File: src/rtl/debounce_pkg.sv
// Shared definitions for the debounce_edge conditioner.
// State encodings: bit 1 is the settled level.
package debounce_pkg;

  typedef logic [1:0] state_t;

  localparam state_t STABLE_LO = 2'b00;
  localparam state_t QUAL_HI   = 2'b01;
  localparam state_t STABLE_HI = 2'b10;
  localparam state_t QUAL_LO   = 2'b11;

  function automatic state_t rst_state(input logic lvl);
    return lvl ? STABLE_HI : STABLE_LO;
  endfunction

endpackage

File: src/rtl/debounce_edge_sat_counter.sv
// Saturating up-counter with synchronous clear.
// Clear takes priority over a simultaneous increment.
module sat_counter #(
  parameter int WIDTH = 8
) (
  input  logic             clock,
  input  logic             rst,
  input  logic             inc,
  input  logic             clr,
  output logic [WIDTH-1:0] count
);

  // count up on inc, hold at all-ones, clear wins
  always_ff @(posedge clock or posedge rst) begin
    if (rst) begin
      count <= '0;
    end else if (clr) begin
      count <= '0;
    end else if (inc && (count != '1)) begin
      count <= count + WIDTH'(1);
    end
  end

endmodule

File: src/rtl/debounce_edge.sv
// Debouncer for a synchronised control line: qualifies new
// levels over N clocks, emits edge strobes, counts glitches.
module debounce_edge
  import debounce_pkg::*;
#(
  parameter int   CNT_WIDTH   = 16,
  parameter logic RESET_LEVEL = 1'b0,
  parameter int   GCNT_WIDTH  = 8
) (
  input  logic                  clock,
  input  logic                  rst,
  input  logic                  sig_in,
  input  logic [CNT_WIDTH-1:0]  hold_cycles,
  input  logic                  clear_count,
  output logic                  level_out,
  output logic                  rise,
  output logic                  fall,
  output logic                  glitch,
  output logic [GCNT_WIDTH-1:0] glitch_count
);

  localparam state_t RST_STATE = rst_state(RESET_LEVEL);

  state_t               state_q, state_d;
  logic [CNT_WIDTH-1:0] cnt_q, cnt_d;
  logic                 level_q, level_d;
  logic                 rise_q, rise_d;
  logic                 fall_q, fall_d;
  logic                 glitch_q, glitch_d;

  logic [CNT_WIDTH-1:0] n_eff;
  logic [CNT_WIDTH:0]   cnt_nx;
  logic                 n_one;
  logic                 done;

  // hold_cycles of zero behaves as one
  assign n_eff  = (hold_cycles == '0) ? CNT_WIDTH'(1)
                                      : hold_cycles;
  assign n_one  = (n_eff == CNT_WIDTH'(1));
  // one extra bit so the compare can never wrap
  assign cnt_nx = {1'b0, cnt_q} + (CNT_WIDTH+1)'(1);
  assign done   = (cnt_nx >= {1'b0, n_eff});

  // state, qualification counter and output registers
  always_ff @(posedge clock or posedge rst) begin
    if (rst) begin
      state_q  <= RST_STATE;
      cnt_q    <= '0;
      level_q  <= RESET_LEVEL;
      rise_q   <= 1'b0;
      fall_q   <= 1'b0;
      glitch_q <= 1'b0;
    end else begin
      state_q  <= state_d;
      cnt_q    <= cnt_d;
      level_q  <= level_d;
      rise_q   <= rise_d;
      fall_q   <= fall_d;
      glitch_q <= glitch_d;
    end
  end

  // next-state, counter and strobe decode
  always_comb begin
    state_d  = state_q;
    cnt_d    = cnt_q;
    level_d  = level_q;
    rise_d   = 1'b0;
    fall_d   = 1'b0;
    glitch_d = 1'b0;
    unique case (state_q)
      STABLE_LO: begin
        if (sig_in) begin
          if (n_one) begin
            state_d = STABLE_HI;
            level_d = 1'b1;
            rise_d  = 1'b1;
          end else begin
            state_d = QUAL_HI;
            cnt_d   = CNT_WIDTH'(1);
          end
        end
      end
      QUAL_HI: begin
        if (!sig_in) begin
          state_d  = STABLE_LO;
          cnt_d    = '0;
          glitch_d = 1'b1;
        end else if (done) begin
          state_d = STABLE_HI;
          level_d = 1'b1;
          rise_d  = 1'b1;
          cnt_d   = '0;
        end else begin
          cnt_d = cnt_nx[CNT_WIDTH-1:0];
        end
      end
      STABLE_HI: begin
        if (!sig_in) begin
          if (n_one) begin
            state_d = STABLE_LO;
            level_d = 1'b0;
            fall_d  = 1'b1;
          end else begin
            state_d = QUAL_LO;
            cnt_d   = CNT_WIDTH'(1);
          end
        end
      end
      QUAL_LO: begin
        if (sig_in) begin
          state_d  = STABLE_HI;
          cnt_d    = '0;
          glitch_d = 1'b1;
        end else if (done) begin
          state_d = STABLE_LO;
          level_d = 1'b0;
          fall_d  = 1'b1;
          cnt_d   = '0;
        end else begin
          cnt_d = cnt_nx[CNT_WIDTH-1:0];
        end
      end
      default: begin
        state_d = RST_STATE;
        cnt_d   = '0;
        level_d = RESET_LEVEL;
      end
    endcase
  end

  sat_counter #(
    .WIDTH (GCNT_WIDTH)
  ) u_gcnt (
    .clock (clock),
    .rst   (rst),
    .inc   (glitch_d),
    .clr   (clear_count),
    .count (glitch_count)
  );

  assign level_out = level_q;
  assign rise      = rise_q;
  assign fall      = fall_q;
  assign glitch    = glitch_q;

endmodule

File: config.mk
export PLATFORM = sky130hd
export DESIGN_NAME = debounce_edge
export DESIGN_NICKNAME = d
export VERILOG_FILES = /design/src/rtl/debounce_pkg.sv /design/src/rtl/debounce_edge_sat_counter.sv /design/src/rtl/debounce_edge.sv
export SDC_FILE = /design/constraint.sdc
export NUM_CORES = 1
export LEC_CHECK = 0
export ABC_CLOCK_PERIOD_IN_PS = 5000
export BUFFER_PORTS_ARGS = -buffer_cell sky130_fd_sc_hd__clkbuf_2
export CAP_MARGIN = 20
export CORE_UTILIZATION = 40
export CTS_CLUSTER_SIZE = 25
export DETAILED_ROUTE_END_ITERATION = 8
export PLACE_DENSITY = 0.7
export SLEW_MARGIN = 20
export SYNTH_ARGS = -nofsm -noshare
export SYNTH_HDL_FRONTEND = slang
export SYNTH_HIERARCHICAL = 1
export SYNTH_SLANG_ARGS = --single-unit
File: constraint.sdc
create_clock -name clock -period 5 [get_ports clock]
set_clock_uncertainty 0.2 [all_clocks]
set_input_delay 1 -clock clock [delete_from_list [all_inputs] [get_ports clock]]
set_output_delay 1 -clock clock [all_outputs]
set_load 0.1 [all_outputs]
# After elaboration in Yosys (flattened, before gate mapping)
# Index checks and enable logic that the tools add are counted.
classes:
  n_addsub: 2
  order_cmp: 1
  n_eq_ne: 15
  mux: 39
  reduce_logical: 7
ops:
  columns: ["operator", "n"]
  rows:
  - ["16-bit 2-to-1 mux", 7]
  - ["16-bit case mux with 4 select lines", 1]
  - ["16-bit by 1-bit adder with 17-bit output (second input constant)", 1]
  - ["17-bit by 16-bit >= comparator with 1-bit output", 1]
  - ["16-bit by 1-bit equality test with 1-bit output (second input constant)", 1]
  - ["16-bit logical NOT", 1]
  - ["1-bit 2-to-1 mux", 16]
  - ["2-bit 2-to-1 mux", 8]
  - ["8-bit 2-to-1 mux", 2]
  - ["2-bit != test (second input constant)", 8]
  - ["8-bit by 1-bit adder with 8-bit output (second input constant)", 1]
  - ["8-bit != test (second input constant)", 1]
  - ["2-bit case mux with 4 select lines", 1]
  - ["8-bit AND reduction", 1]
  - ["3-bit != test (second input constant)", 2]
  - ["1-bit case mux with 2 select lines", 3]
  - ["2-bit equality test (second input constant)", 2]
  - ["1-bit case mux with 4 select lines", 1]
  - ["4-bit AND reduction", 1]
  - ["2-bit by 1-bit equality test with 1-bit output (second input constant)", 1]
  - ["2-bit logical NOT", 1]
  - ["2-bit AND reduction", 1]
  - ["2-bit nonzero test", 1]
  - ["1-bit logical AND", 1]
word_totals:
  reg_bits: 30
  output_inout_bits: 12
  wordCells: 71

# Longest topological paths before layout
# Gate-level depths: netlist (run 1).
logic_depth:
  depth_word: 6
  depth_mapped: 13
  mapped_depth_nobuf: 12

# Modules after synthesis
# The synthesis (run 1) kept the hierarchy.
modules_own_cells:
  columns: ["mod", "n_inst", "cells_per_inst", "area_each_um2", "seq_area_each_um2"]
  rows:
  - ["debounce_edge", 1, 173, 1622.8, 550.5]
  - ["sat_counter", 1, 49, 504.2, 200.2]

# Worst setup path after synthesis (run 1)
# Ideal clock, no wire load.
synth_timing:
  path_type: "register to register"
  start: "register cnt_q[0]"
  end: "register state_q[1]"
  arrival_time_ps: 2861
  required_time_ps: 4675
  setup_slack_ps: 1814
  stages_incl_launch_ff: 13
  path_buffers: 0
  synth_period_minus_slack_ps: 3186
  path_cell_list: "dfrtp_1 -> ha_1 -> nand3_1 -> nor4_4 -> and3_1 -> xor2_1 -> ha_1 -> and4_1 -> nor4bb_1 -> a311oi_2 -> o211ai_2 -> nand2_4 -> mux2_4"
synth_between:
  elab_chain_len: 4
synth_rtl:
  columns: ["element", "line", "rtl"]
  rows:
  - ["from (decl)", "debounce_edge.sv:25", "logic [CNT_WIDTH-1:0] cnt_q, cnt_d;"]
  - ["from (signal assigned)", "debounce_edge.sv:55", "cnt_q <= cnt_d;"]
  - ["16-bit by 1-bit adder with 17-bit output (*)", "debounce_edge.sv:41", "assign cnt_nx = {1'b0, cnt_q} + (CNT_WIDTH+1)'(1);"]
  - ["17-bit by 16-bit >= comparator with 1-bit output (*)", "debounce_edge.sv:42", "assign done = (cnt_nx >= {1'b0, n_eff});"]
  - ["3-bit != test (no source line)", null, null]
  - ["4-bit AND reduction (no source line) (*)", null, null]
  - ["to (signal assigned)", "debounce_edge.sv:54", "state_q <= state_d;"]
  - ["to (decl)", "debounce_edge.sv:24", "state_t state_q, state_d;"]
# Every way passes the cells marked *; elsewhere a longest branch is shown, timed or not.
# A chain may end at the register's enable or synchronous reset.

# Worst setup path in the final report (run 1)
layout_timing:
  start: "input hold_cycles[8]"
  end: "register cnt_q[13]"
layout_between:
  elab_chain_len: 6
layout_rtl:
  columns: ["element", "line", "rtl"]
  rows:
  - ["from (decl)", "debounce_edge.sv:13", "input logic [CNT_WIDTH-1:0] hold_cycles,"]
  - ["16-bit logical NOT", "debounce_edge.sv:37", "assign n_eff = (hold_cycles == '0) ? CNT_WIDTH'(1)"]
  - ["16-bit 2-to-1 mux (*)", "debounce_edge.sv:37", null]
  - ["17-bit by 16-bit >= comparator with 1-bit output or 16-bit by 1-bit equality test with 1-bit output (tied branches)", "debounce_edge.sv:42, debounce_edge.sv:39", null]
  - ["16-bit 2-to-1 mux, on equally long branches (2 in a row)", null, null]
  - ["16-bit case mux with 4 select lines (*)", "debounce_edge.sv:71", "unique case (state_q)"]
# Every way passes the cells marked *; elsewhere a longest branch is shown, timed or not. The select of a mux whose other input is x is not followed.

==> results of run 1 <==
-- area by class of cell --
cell class,count,area (µm²),area share
multi-input combinational,164,1250,0.518
tap,70,87.6,0.0362
clock buffer,7,76.3,0.0315
timing repair buffer,32,163,0.0672
inverter,24,90.1,0.0372
sequential,30,751,0.310
-- critical path: stages --
cell and delay [ns]:
clkbuf_2 0.11, nor4_1 0.44, nand4_1 0.27, nand2b_1 0.18, ha_1 0.26, and4_1 0.16
nor4bb_1 0.13, a311oi_2 0.29, o211ai_2 0.22, nor2_2 0.43, a22o_1 0.20
-- metrics by stage --
stage	hold WS [ns]	total power, W	instance area, µm²
after floorplan	0.271	0.000612	2130
after global placement	0.331	0.000684	2340
after detailed placement	0.335	0.000688	2340
after CTS	0.348	0.000867	2420
after global routing	0.378	0.000916	2420
final	0.350	0.000861	2420
-- how the worst max path moves through the flow --
stage          cells after the start                     end            startpoint  slack, ns
6_report                          11   cnt_q[13]$_DFFE_PP0P_        hold_cycles[8]       1.31
5_1_grt                           12   cnt_q[11]$_DFFE_PP0P_  cnt_q[0]$_DFFE_PP0P_       1.01
4_1_cts                           11   cnt_q[13]$_DFFE_PP0P_        hold_cycles[8]       1.34
3_5_place_dp                      11   cnt_q[15]$_DFFE_PP0P_        hold_cycles[8]       1.05
3_3_place_gp                      11   cnt_q[13]$_DFFE_PP0P_        hold_cycles[8]       1.02
2_1_floorplan                     12  state_q[1]$_DFFE_PP0P_  cnt_q[0]$_DFFE_PP0P_       1.81
-- where the power goes --
part	switching [W]	leakage [nW]	internal, W
logic	0.000259	0.845	0.000116
registers	0.0000353	0.406	0.000275
clock network	0.0000795	0.0383	0.0000955
total	0.000374	1.29	0.000487
-- logic make-up after synthesis --
family | count (synthesis) | share of synthesized area
AND/OR/NAND/NOR | 76 | 0.209
AO/OA/AOI/OAI | 50 | 0.175
flip-flops | 30 | 0.353
buffers and inverters | 28 | 0.0582
adder cells (fa/ha/maj) | 18 | 0.106
XOR/XNOR | 13 | 0.0535
multiplexers | 7 | 0.0453
-- per-layer routing --
metal | vias to the layer above | share of wire
li1 | 869 | -
met1 | 830 | 0.46
met2 | 33 | 0.50
met3 | 2 | 0.041
met4 | 0 | 0.0016
met5 | - | 0
-- state kept, by name, summed over array words and instances (netlist names) --
signal,count
fall,1
u_gcnt/count,8
glitch,1
rise,1
cnt_q,16
state_q,2
level_out,1
-- Yosys cell counts, types with 2 or more instances --
master / number
dfrtp_1: 30
inv_1: 24
ha_1: 18
nand2_1: 16
a21oi_1: 14
a22o_1: 11
nor2_1: 9
nand4_1: 8
xor2_1: 8
nand3_1: 6
nor3_1: 6
o21ai_0: 6
mux2_4: 5
nor2b_1: 5
xnor2_1: 5
a21o_1: 4
nand2b_1: 4
and3_1: 3
and4_1: 3
nor4_1: 3
a21oi_2: 2
buf_6: 2
o21bai_1: 2
==> metrics.md, run 1 <==
| Metric | Value |
|---|---|
| Pre-CTS worst setup slack | `1.05 ns` |
| Cell count after synthesis | `222` |
| Tcrit/Tclk final | `0.738` |
| Via count | `1,734` |
| Hold crit path type | `flip-flop to flip-flop` |
| RSZ-0062 raised after global routing | `false` |
| Post-CTS Hold Fix Bufs | `0` |
| Hold EP | `cnt_q[12]$_DFFE_PP0P_` |
| # DRC | `0` |
| Busiest grt layer | `met2` |
| Drt first pass iters | `4` |
| Met1 Use GR | `0.230` |
| Rows | `26` |
| Crit path time final | `3.69 ns` |
| Hold_sp | `cnt_q[12]$_DFFE_PP0P_` |
| Mapped cell area | `2130 µm²` |
| Fillers | `510` |
| Slew @ Worst Pin | `0.834 ns` |
| DR iter-0 viols | `80` |
| Syn-to-layout area delta | `13.8%` |
| Setup_tns | `0 ns` |
| Reg2Reg Depth | `12` |
| Netlist cell types | `51` |
| Crit start category | `input pin` |
| Critical Path Fanout Max | `11` |
| Die height | `74.9 µm` |
| Worst reg-to-reg setup slack | `1.34 ns` |
| Core Util, Final | `0.474` |
| Drt wl/cell | `13.6 µm` |
| Initial Util | `0.416` |
| Slew Limit Fails | `0` |
| Max Freq | `0.271 GHz` |
| CTS tree | `built` |
| Clk sinks | `30` |
| Crit Path Category | `input pin to flip-flop` |
| Antenna viol nets, final | `0` |
| Post-detail-place hpwl | `3540 µm` |
| Data required, critical path | `5.01 ns` |
| First-pass GRT wire length | `7410 µm` |
| Seq cells post-synth | `30` |
| Final wirelength | `4460 µm` |
| Final nets | `295` |
| CP arrival | `3.70 ns` |
| R2R Path Start | `cnt_q[0]$_DFFE_PP0P_` |
| Largest cells by area after synthesis | `dfrtp_1 35%, ha_1 11%, a22o_1 4.5%` |
| Met3 GRT Util | `0.0428` |
| Status | `completed` |
| EDFF count, synth | `0` |
| Vias in the first global route | `1,645` |
| Leak | `1.29 nW` |
| Clk pin slew, worst setup/hold paths | `0.06 ns` |
| Most common cell after layout, fill and taps aside | `clkbuf_2` |
| Setup ws final | `1.31 ns` |
| TritonCTS Buffers | `5` |
| Most frequent cells in the layout | `31 x clkbuf_2, 30 x dfrtp_1, 24 x inv_1` |
| Post-synth top area cell | `dfrtp_1` |
| Crit end category | `flip-flop` |
| Post-route insts no fill | `327` |
| Yosys top cell area share | `0.353` |
| PwrDens | `356 nW/µm²` |
| Core area | `5110 µm²` |
| Share of cells above drive strength 1 | `0.214` |
| Via-per-instance ratio | `5.30` |
| Total GRT Usage | `0.176` |
| R2R Path End | `cnt_q[13]$_DFFE_PP0P_` |
| Global route overflow | `0` |
| CTS resizes | `0` |
| Slew headroom | `0.443` |
| Die ar. | `5610 µm²` |
| Skew-Pair Late Insertion Delay | `0.27 ns` |
| H-tree levels | `2` |
| MaxCap Viol Count | `0` |
| Final hold vios | `0` |
| Cells after DPL | `320` |
| Longest Clk Path Bufs | `2` |
| Synth async-reset ratio | `1.00` |
| Primary FF master, synth | `dfrtp_1` |
| Syn Area/Cell | `9.58 µm²` |
| YS warnings | `6` |
| Post-synthesis sequential area ratio | `0.353` |
| Hold depth | `1` |
| GP Congestion | `0.782` |
| Pin count of the biggest net entering global routing | `23` |
| Post-Syn Nets | `260` |
| PortBufs | `31` |
| Met2 usage in global routing | `0.296` |
| Maximum vdd ir drop | `0.000244 V` |
| Die span in x | `74.9 µm` |
| # IOs | `32` |
| ANT cells | `0` |
| Root buf cell | `clkbuf_8` |
| Endpoints failing setup | `0` |
| Post-CTS setup buffers | `0` |
| Initial antenna violation count | `0` |
Power figures use the tool's default switching activity.
==> inputs of run 2 (changes only) <==
--- a/config.mk
+++ b/config.mk
@@ -5,7 +5,7 @@
 export SDC_FILE = /design/constraint.sdc
 export NUM_CORES = 1
 export LEC_CHECK = 0
-export ABC_CLOCK_PERIOD_IN_PS = 5000
+export ABC_CLOCK_PERIOD_IN_PS = 3450
 export BUFFER_PORTS_ARGS = -buffer_cell sky130_fd_sc_hd__clkbuf_2
 export CAP_MARGIN = 20
 export CORE_UTILIZATION = 40
==> constraint.sdc (replaced) <==
create_clock -name clock -period 3.45 [get_ports clock]
set_clock_uncertainty 0.2 [all_clocks]
set_input_delay 0.69 -clock clock [delete_from_list [all_inputs] [get_ports clock]]
set_output_delay 0.69 -clock clock [all_outputs]
set_load 0.1 [all_outputs]
==> metrics.md, run 2 (synthesis gave the netlist of run 1 again) <==
| Metric | Value |
|---|---|
| TritonCTS Buffers | `5` |
| ANT cells | `0` |
| # DRC | `0` |
| Final wirelength | `4820 µm` |
| # IOs | `32` |
| H-tree levels | `2` |
| Max reg flops | `16` |
| Endpoints failing setup | `0` |
| Crit Path Category | `flip-flop to flip-flop` |
| Die height | `74.9 µm` |
| CP max stage cell | `dfrtp_1` |
| Critical path's top delay family | `simple AND/OR/NAND/NOR gates` |
| Crit path time final | `3.32 ns` |
| Leak | `1.38 nW` |
| Slew @ Worst Pin | `0.839 ns` |
| PortBufs | `31` |
| Status | `completed` |
| Data required, critical path | `3.41 ns` |
| Global route overflow | `0` |
| Setup_tns | `0 ns` |
| DR iter-0 viols | `178` |
| Die ar. | `5610 µm²` |
| Critical Path Fanout Max | `5` |
| Biggest regs | `cnt_q: 16 flops, u_gcnt/count: 8 flops, state_q: 2 flops` |
| Final hold vios | `0` |
| Maximum vdd ir drop | `0.000392 V` |
| Skew-Pair Late Insertion Delay | `0.28 ns` |
| Initial Util | `0.416` |
| Vias in the first global route | `1,693` |
| Longest Clk Path Bufs | `2` |
| Max Freq | `0.301 GHz` |
| CTS tree | `built` |
| Hold crit path type | `input pin to asynchronous set/reset pin` |
| Cell Chain, Critical Path | `ha_4, nand3_4, nor4_4, and3_4, xor2_2, ha_1, and4_1, nor4bb_2, a311oi_2, o211ai_2, nand2_4, mux2_4` |
| Root buf cell | `clkbuf_8` |
| MaxCap Viol Count | `0` |
| Drt first pass iters | `4` |
| Drt wl/cell | `13.9 µm` |
| Setup ws final | `0.130 ns` |
| Clk sinks | `30` |
| Via count | `1,789` |
| Pre-CTS worst setup slack | `0.125 ns` |
| CP arrival | `3.28 ns` |
| Initial antenna violation count | `0` |
| Most common cell after layout, fill and taps aside | `clkbuf_2` |
| Total GRT Usage | `0.189` |
| Syn-to-layout area delta | `23.1%` |
| Post-detail-place hpwl | `3740 µm` |
| Worst Path Buf+Inv | `0` |
| Antenna viol nets, final | `0` |
| Tcrit/Tclk final | `0.962` |
| Core Util, Final | `0.512` |
| Most frequent cells in the layout | `31 x clkbuf_2, 30 x dfrtp_1, 24 x inv_1` |
| Rows | `26` |
| Slew Limit Fails | `0` |
| Share of cells above drive strength 1 | `0.293` |
| Crit end category | `flip-flop` |
| Post-CTS Hold Fix Bufs | `0` |
| Pin count of the biggest net entering global routing | `23` |
| Core area | `5110 µm²` |
| Clk pin slew, worst setup/hold paths | `0.07 ns` |
| Fillers | `475` |
| Die span in x | `74.9 µm` |
| Final nets | `313` |
| First-pass GRT wire length | `7920 µm` |
| Slew headroom | `0.440` |
| Worst path max stage delay | `0.41 ns` |
| Crit start category | `flip-flop` |
| GP Congestion | `0.865` |
| PwrDens | `529 nW/µm²` |
| Via-per-instance ratio | `5.17` |
| Reg with most FFs | `cnt_q` |
## run 2: cell types whose count changed in the layout (fill, tap and decap cells not counted), sizes merged
cell      previous run  this run
buf                  1        19
clkinvlp             0         1
clkbuf              38        37
clkinv               0         1
## run 2: worst register-to-register path: cells and delay by family, from the launching register on
kind | cells | cell delay (ns)
flip-flops | 1 | 0.41
AND/OR/NAND/NOR | 6 | 1.21
XOR/XNOR | 1 | 0.17
adder cells (fa/ha/maj) | 2 | 0.46
AO/OA/AOI/OAI | 2 | 0.45
multiplexers | 1 | 0.29
## run 2: routing by layer
| layer | GRT usage | part of all wire | vias up |
|---|---|---|---|
| li1 | - | - | 911 |
| met1 | 0.265 | 0.48 | 834 |
| met2 | 0.293 | 0.46 | 36 |
| met3 | 0.0442 | 0.037 | 8 |
| met4 | 0.0482 | 0.014 | 0 |
| met5 | 0 | 0 | - |
## run 2: path summary, 6_finish.rpt
| kind | start | endpoint | slack (ns) | cells past startpoint |
|---|---|---|---|---|
| setup reg to reg | cnt_q[1]$_DFFE_PP0P_ | state_q[1]$_DFFE_PP0P_ | 0.13 | 12 |
| min in group clock | state_q[0]$_DFFE_PP0P_ | cnt_q[0]$_DFFE_PP0P_ | 0.35 | 1 |
| setup / recovery | cnt_q[1]$_DFFE_PP0P_ | state_q[1]$_DFFE_PP0P_ | 0.13 | 12 |
| max in group asynchronous | rst | state_q[1]$_DFFE_PP0P_ | 2.16 | 2 |
| hold / removal | rst | u_gcnt/count[0]$_DFFE_PP0P_ | 0.14 | 2 |
| hold reg to reg | state_q[0]$_DFFE_PP0P_ | cnt_q[0]$_DFFE_PP0P_ | 0.35 | 1 |
## run 2: per-stage QoR
step                      instances  hold slack [ns]  area, µm²  power, W
final                           346            0.143       2620   0.00138
after global routing            346            0.157       2620   0.00146
after CTS                       343            0.147       2550   0.00135
after detailed placement        335            0.339       2460   0.00105
after global placement          335            0.334       2460   0.00104
after floorplan                 222            0.271       2130  0.000886
## run 2: cell type report
class                           count  area (µm²)  share of cell area
Clock buffer                        6        82.6              0.0315
Clock inverter                      2        12.5             0.00478
Inverter                           24        90.1              0.0344
Multi-Input combinational cell    164        1300               0.495
Sequential cell                    30         751               0.287
Tap cell                           70        87.6              0.0335
Timing Repair Buffer               50         298               0.114
## run 2: report_power, final
| group | switching [W] | internal [W] |
|---|---|---|
| Combinational | 0.000404 | 0.000230 |
| Clock | 0.000140 | 0.000160 |
| Sequential | 0.0000506 | 0.000398 |
| Total | 0.000595 | 0.000789 |
## run 2: repair_timing
item	in CTS	in global routing
setup endpoints to repair	0	16
setup buffers	0	3
resized for setup	0	7
==> inputs of run 3 (changes only) <==
--- a/config.mk
+++ b/config.mk
@@ -11,6 +11,7 @@
 export CORE_UTILIZATION = 40
 export CTS_CLUSTER_SIZE = 25
 export DETAILED_ROUTE_END_ITERATION = 8
+export MAX_ROUTING_LAYER = met4
 export PLACE_DENSITY = 0.7
 export SLEW_MARGIN = 20
 export SYNTH_ARGS = -nofsm -noshare
==> metrics.md, run 3 (synthesis gave the netlist of run 1 again) <==
| Metric | Value |
|---|---|
| PortBufs | `31` |
| Critical Path Fanout Max | `5` |
| Clk sinks | `30` |
| Reg2Reg Depth | `12` |
| Core area | `5110 µm²` |
| Root buf cell | `clkbuf_8` |
| ANT cells | `0` |
| Hold crit path type | `input pin to asynchronous set/reset pin` |
| Drt wl/cell | `13.8 µm` |
| Reg with most FFs | `cnt_q` |
| Die ar. | `5610 µm²` |
| Most frequent cells in the layout | `31 x clkbuf_2, 30 x dfrtp_1, 24 x inv_1` |
| Clk pin slew, worst setup/hold paths | `0.07 ns` |
| Via-per-instance ratio | `5.17` |
| Pre-CTS worst setup slack | `0.125 ns` |
| Cell area after placement | `2460 µm²` |
| Initial Util | `0.416` |
| Sw power | `0.000591 W` |
| Antenna viol nets, final | `0` |
| Crit path time final | `3.33 ns` |
| Via count | `1,789` |
| Crit start category | `flip-flop` |
| Tcrit/Tclk final | `0.965` |
| Status | `completed` |
| Total GRT Usage | `0.194` |
| Gate power share | `0.459` |
| Slew headroom | `0.440` |
| Max Freq | `0.300 GHz` |
| # DRC | `0` |
| Fillers | `475` |
| Skew-Pair Late Insertion Delay | `0.28 ns` |
| PwrDens | `527 nW/µm²` |
| R2R Path End | `state_q[1]$_DFFE_PP0P_` |
| Share of cells above drive strength 1 | `0.293` |
| R2R Path Start | `cnt_q[1]$_DFFE_PP0P_` |
| Vias in the first global route | `1,699` |
| Reg power frac | `0.326` |
| MaxCap Viol Count | `0` |
| Post-CTS Hold Fix Bufs | `0` |
| Initial antenna violation count | `0` |
| Slew Limit Fails | `0` |
| Post-detail-place hpwl | `3740 µm` |
| Die height | `74.9 µm` |
| Worst reg-to-reg setup slack | `0.12 ns` |
| DR iter-0 viols | `134` |
| Die span in x | `74.9 µm` |
| TritonCTS Buffers | `5` |
| Slew @ Worst Pin | `0.839 ns` |
| Crit Path Category | `flip-flop to flip-flop` |
| Pin count of the biggest net entering global routing | `23` |
| Final wirelength | `4780 µm` |
| Final nets | `313` |
| Register Area | `751 µm²` |
| Crit end category | `flip-flop` |
| Global route overflow | `0` |
| Max reg flops | `16` |
| Endpoints failing setup | `0` |
| Syn-to-layout area delta | `23.1%` |
| CTS tree | `built` |
| Biggest regs | `cnt_q: 16 flops, u_gcnt/count: 8 flops, state_q: 2 flops` |
| GP Congestion | `0.879` |
| Most common cell after layout, fill and taps aside | `clkbuf_2` |
| Rows | `26` |
| CP arrival | `3.29 ns` |
| Sw Share | `0.428` |
| H-tree levels | `2` |
| Drt first pass iters | `4` |
| First-pass GRT wire length | `7910 µm` |
| # IOs | `32` |
| Multi-input gate area | `1300 µm²` |
| Clk pwr share | `0.215` |
| Data required, critical path | `3.41 ns` |
| Leak | `1.38 nW` |
| Final hold vios | `0` |
| Maximum vdd ir drop | `0.000392 V` |
| P_int | `0.000789 W` |
| Setup ws final | `0.120 ns` |
| Final instance area | `2620 µm²` |
| Longest Clk Path Bufs | `2` |
## run 3: cell counts in the layout (fill, tap and decap cells not counted)
Identical to the previous run, type by type.
## run 3: worst max-delay path, cell delays in order (launching register included)
cell	delay, ns
dfrtp_1	0.41
ha_4	0.17
nand3_4	0.11
nor4_4	0.38
and3_4	0.24
xor2_2	0.17
ha_1	0.29
and4_1	0.19
nor4bb_2	0.17
a311oi_2	0.25
o211ai_2	0.21
nand2_4	0.12
mux2_4	0.29
## run 3: timing repair
item	CTS	global route
setup buffers	0	3
endpoints found under the setup margin	0	16
resized for setup	0	7
## run 3: final cells by class
type                            count  area share
Clock buffer                        6      0.0315
Inverter                           24      0.0344
Sequential cell                    30       0.287
Multi-Input combinational cell    164       0.495
Tap cell                           70      0.0335
Clock inverter                      2     0.00478
Timing Repair Buffer               50       0.114
## run 3: how the worst max path moves through the flow
| stage | start | to | cells past startpoint |
|---|---|---|---|
| detailed placement | cnt_q[1]$_DFFE_PP0P_ | state_q[1]$_DFFE_PP0P_ | 12 |
| CTS | cnt_q[1]$_DFFE_PP0P_ | state_q[1]$_DFFE_PP0P_ | 12 |
| global route | cnt_q[1]$_DFFE_PP0P_ | state_q[1]$_DFFE_PP0P_ | 12 |
| global placement | hold_cycles[8] | state_q[1]$_DFFE_PP0P_ | 12 |
| floorplan | cnt_q[0]$_DFFE_PP0P_ | state_q[1]$_DFFE_PP0P_ | 12 |
| finish | cnt_q[1]$_DFFE_PP0P_ | state_q[1]$_DFFE_PP0P_ | 12 |
## run 3: stage by stage
stage / total power, W / setup TNS (ns) / hold slack (ns) / instances / util
after floorplan: 0.000886 / 0 / 0.271 / 222 / -
after global placement: 0.00104 / 0 / 0.334 / 335 / 0.481
after global routing: 0.00146 / -0.00882 / 0.159 / 346 / 0.512
final: 0.00138 / 0 / 0.144 / 346 / 0.512
after CTS: 0.00135 / 0 / 0.147 / 343 / 0.500
after detailed placement: 0.00105 / 0 / 0.339 / 335 / 0.481
## run 3: power groups by stage
stage	Clock, W	Sequential (W)	Combinational (W)
2_1_floorplan	0	0.000597	0.000290
3_3_place_gp	0	0.000447	0.000591
3_5_place_dp	0	0.000449	0.000598
4_1_cts	0.000306	0.000443	0.000603
5_1_grt	0.000322	0.000454	0.000682
6_report	0.000297	0.000449	0.000634
## run 3: per-layer routing
layer,track usage,up-vias,part of all wire
li1,-,911,-
met1,0.265,832,0.48
met2,0.293,36,0.47
met3,0.0402,10,0.035
met4,0.0482,0,0.015
met5,-,-,0
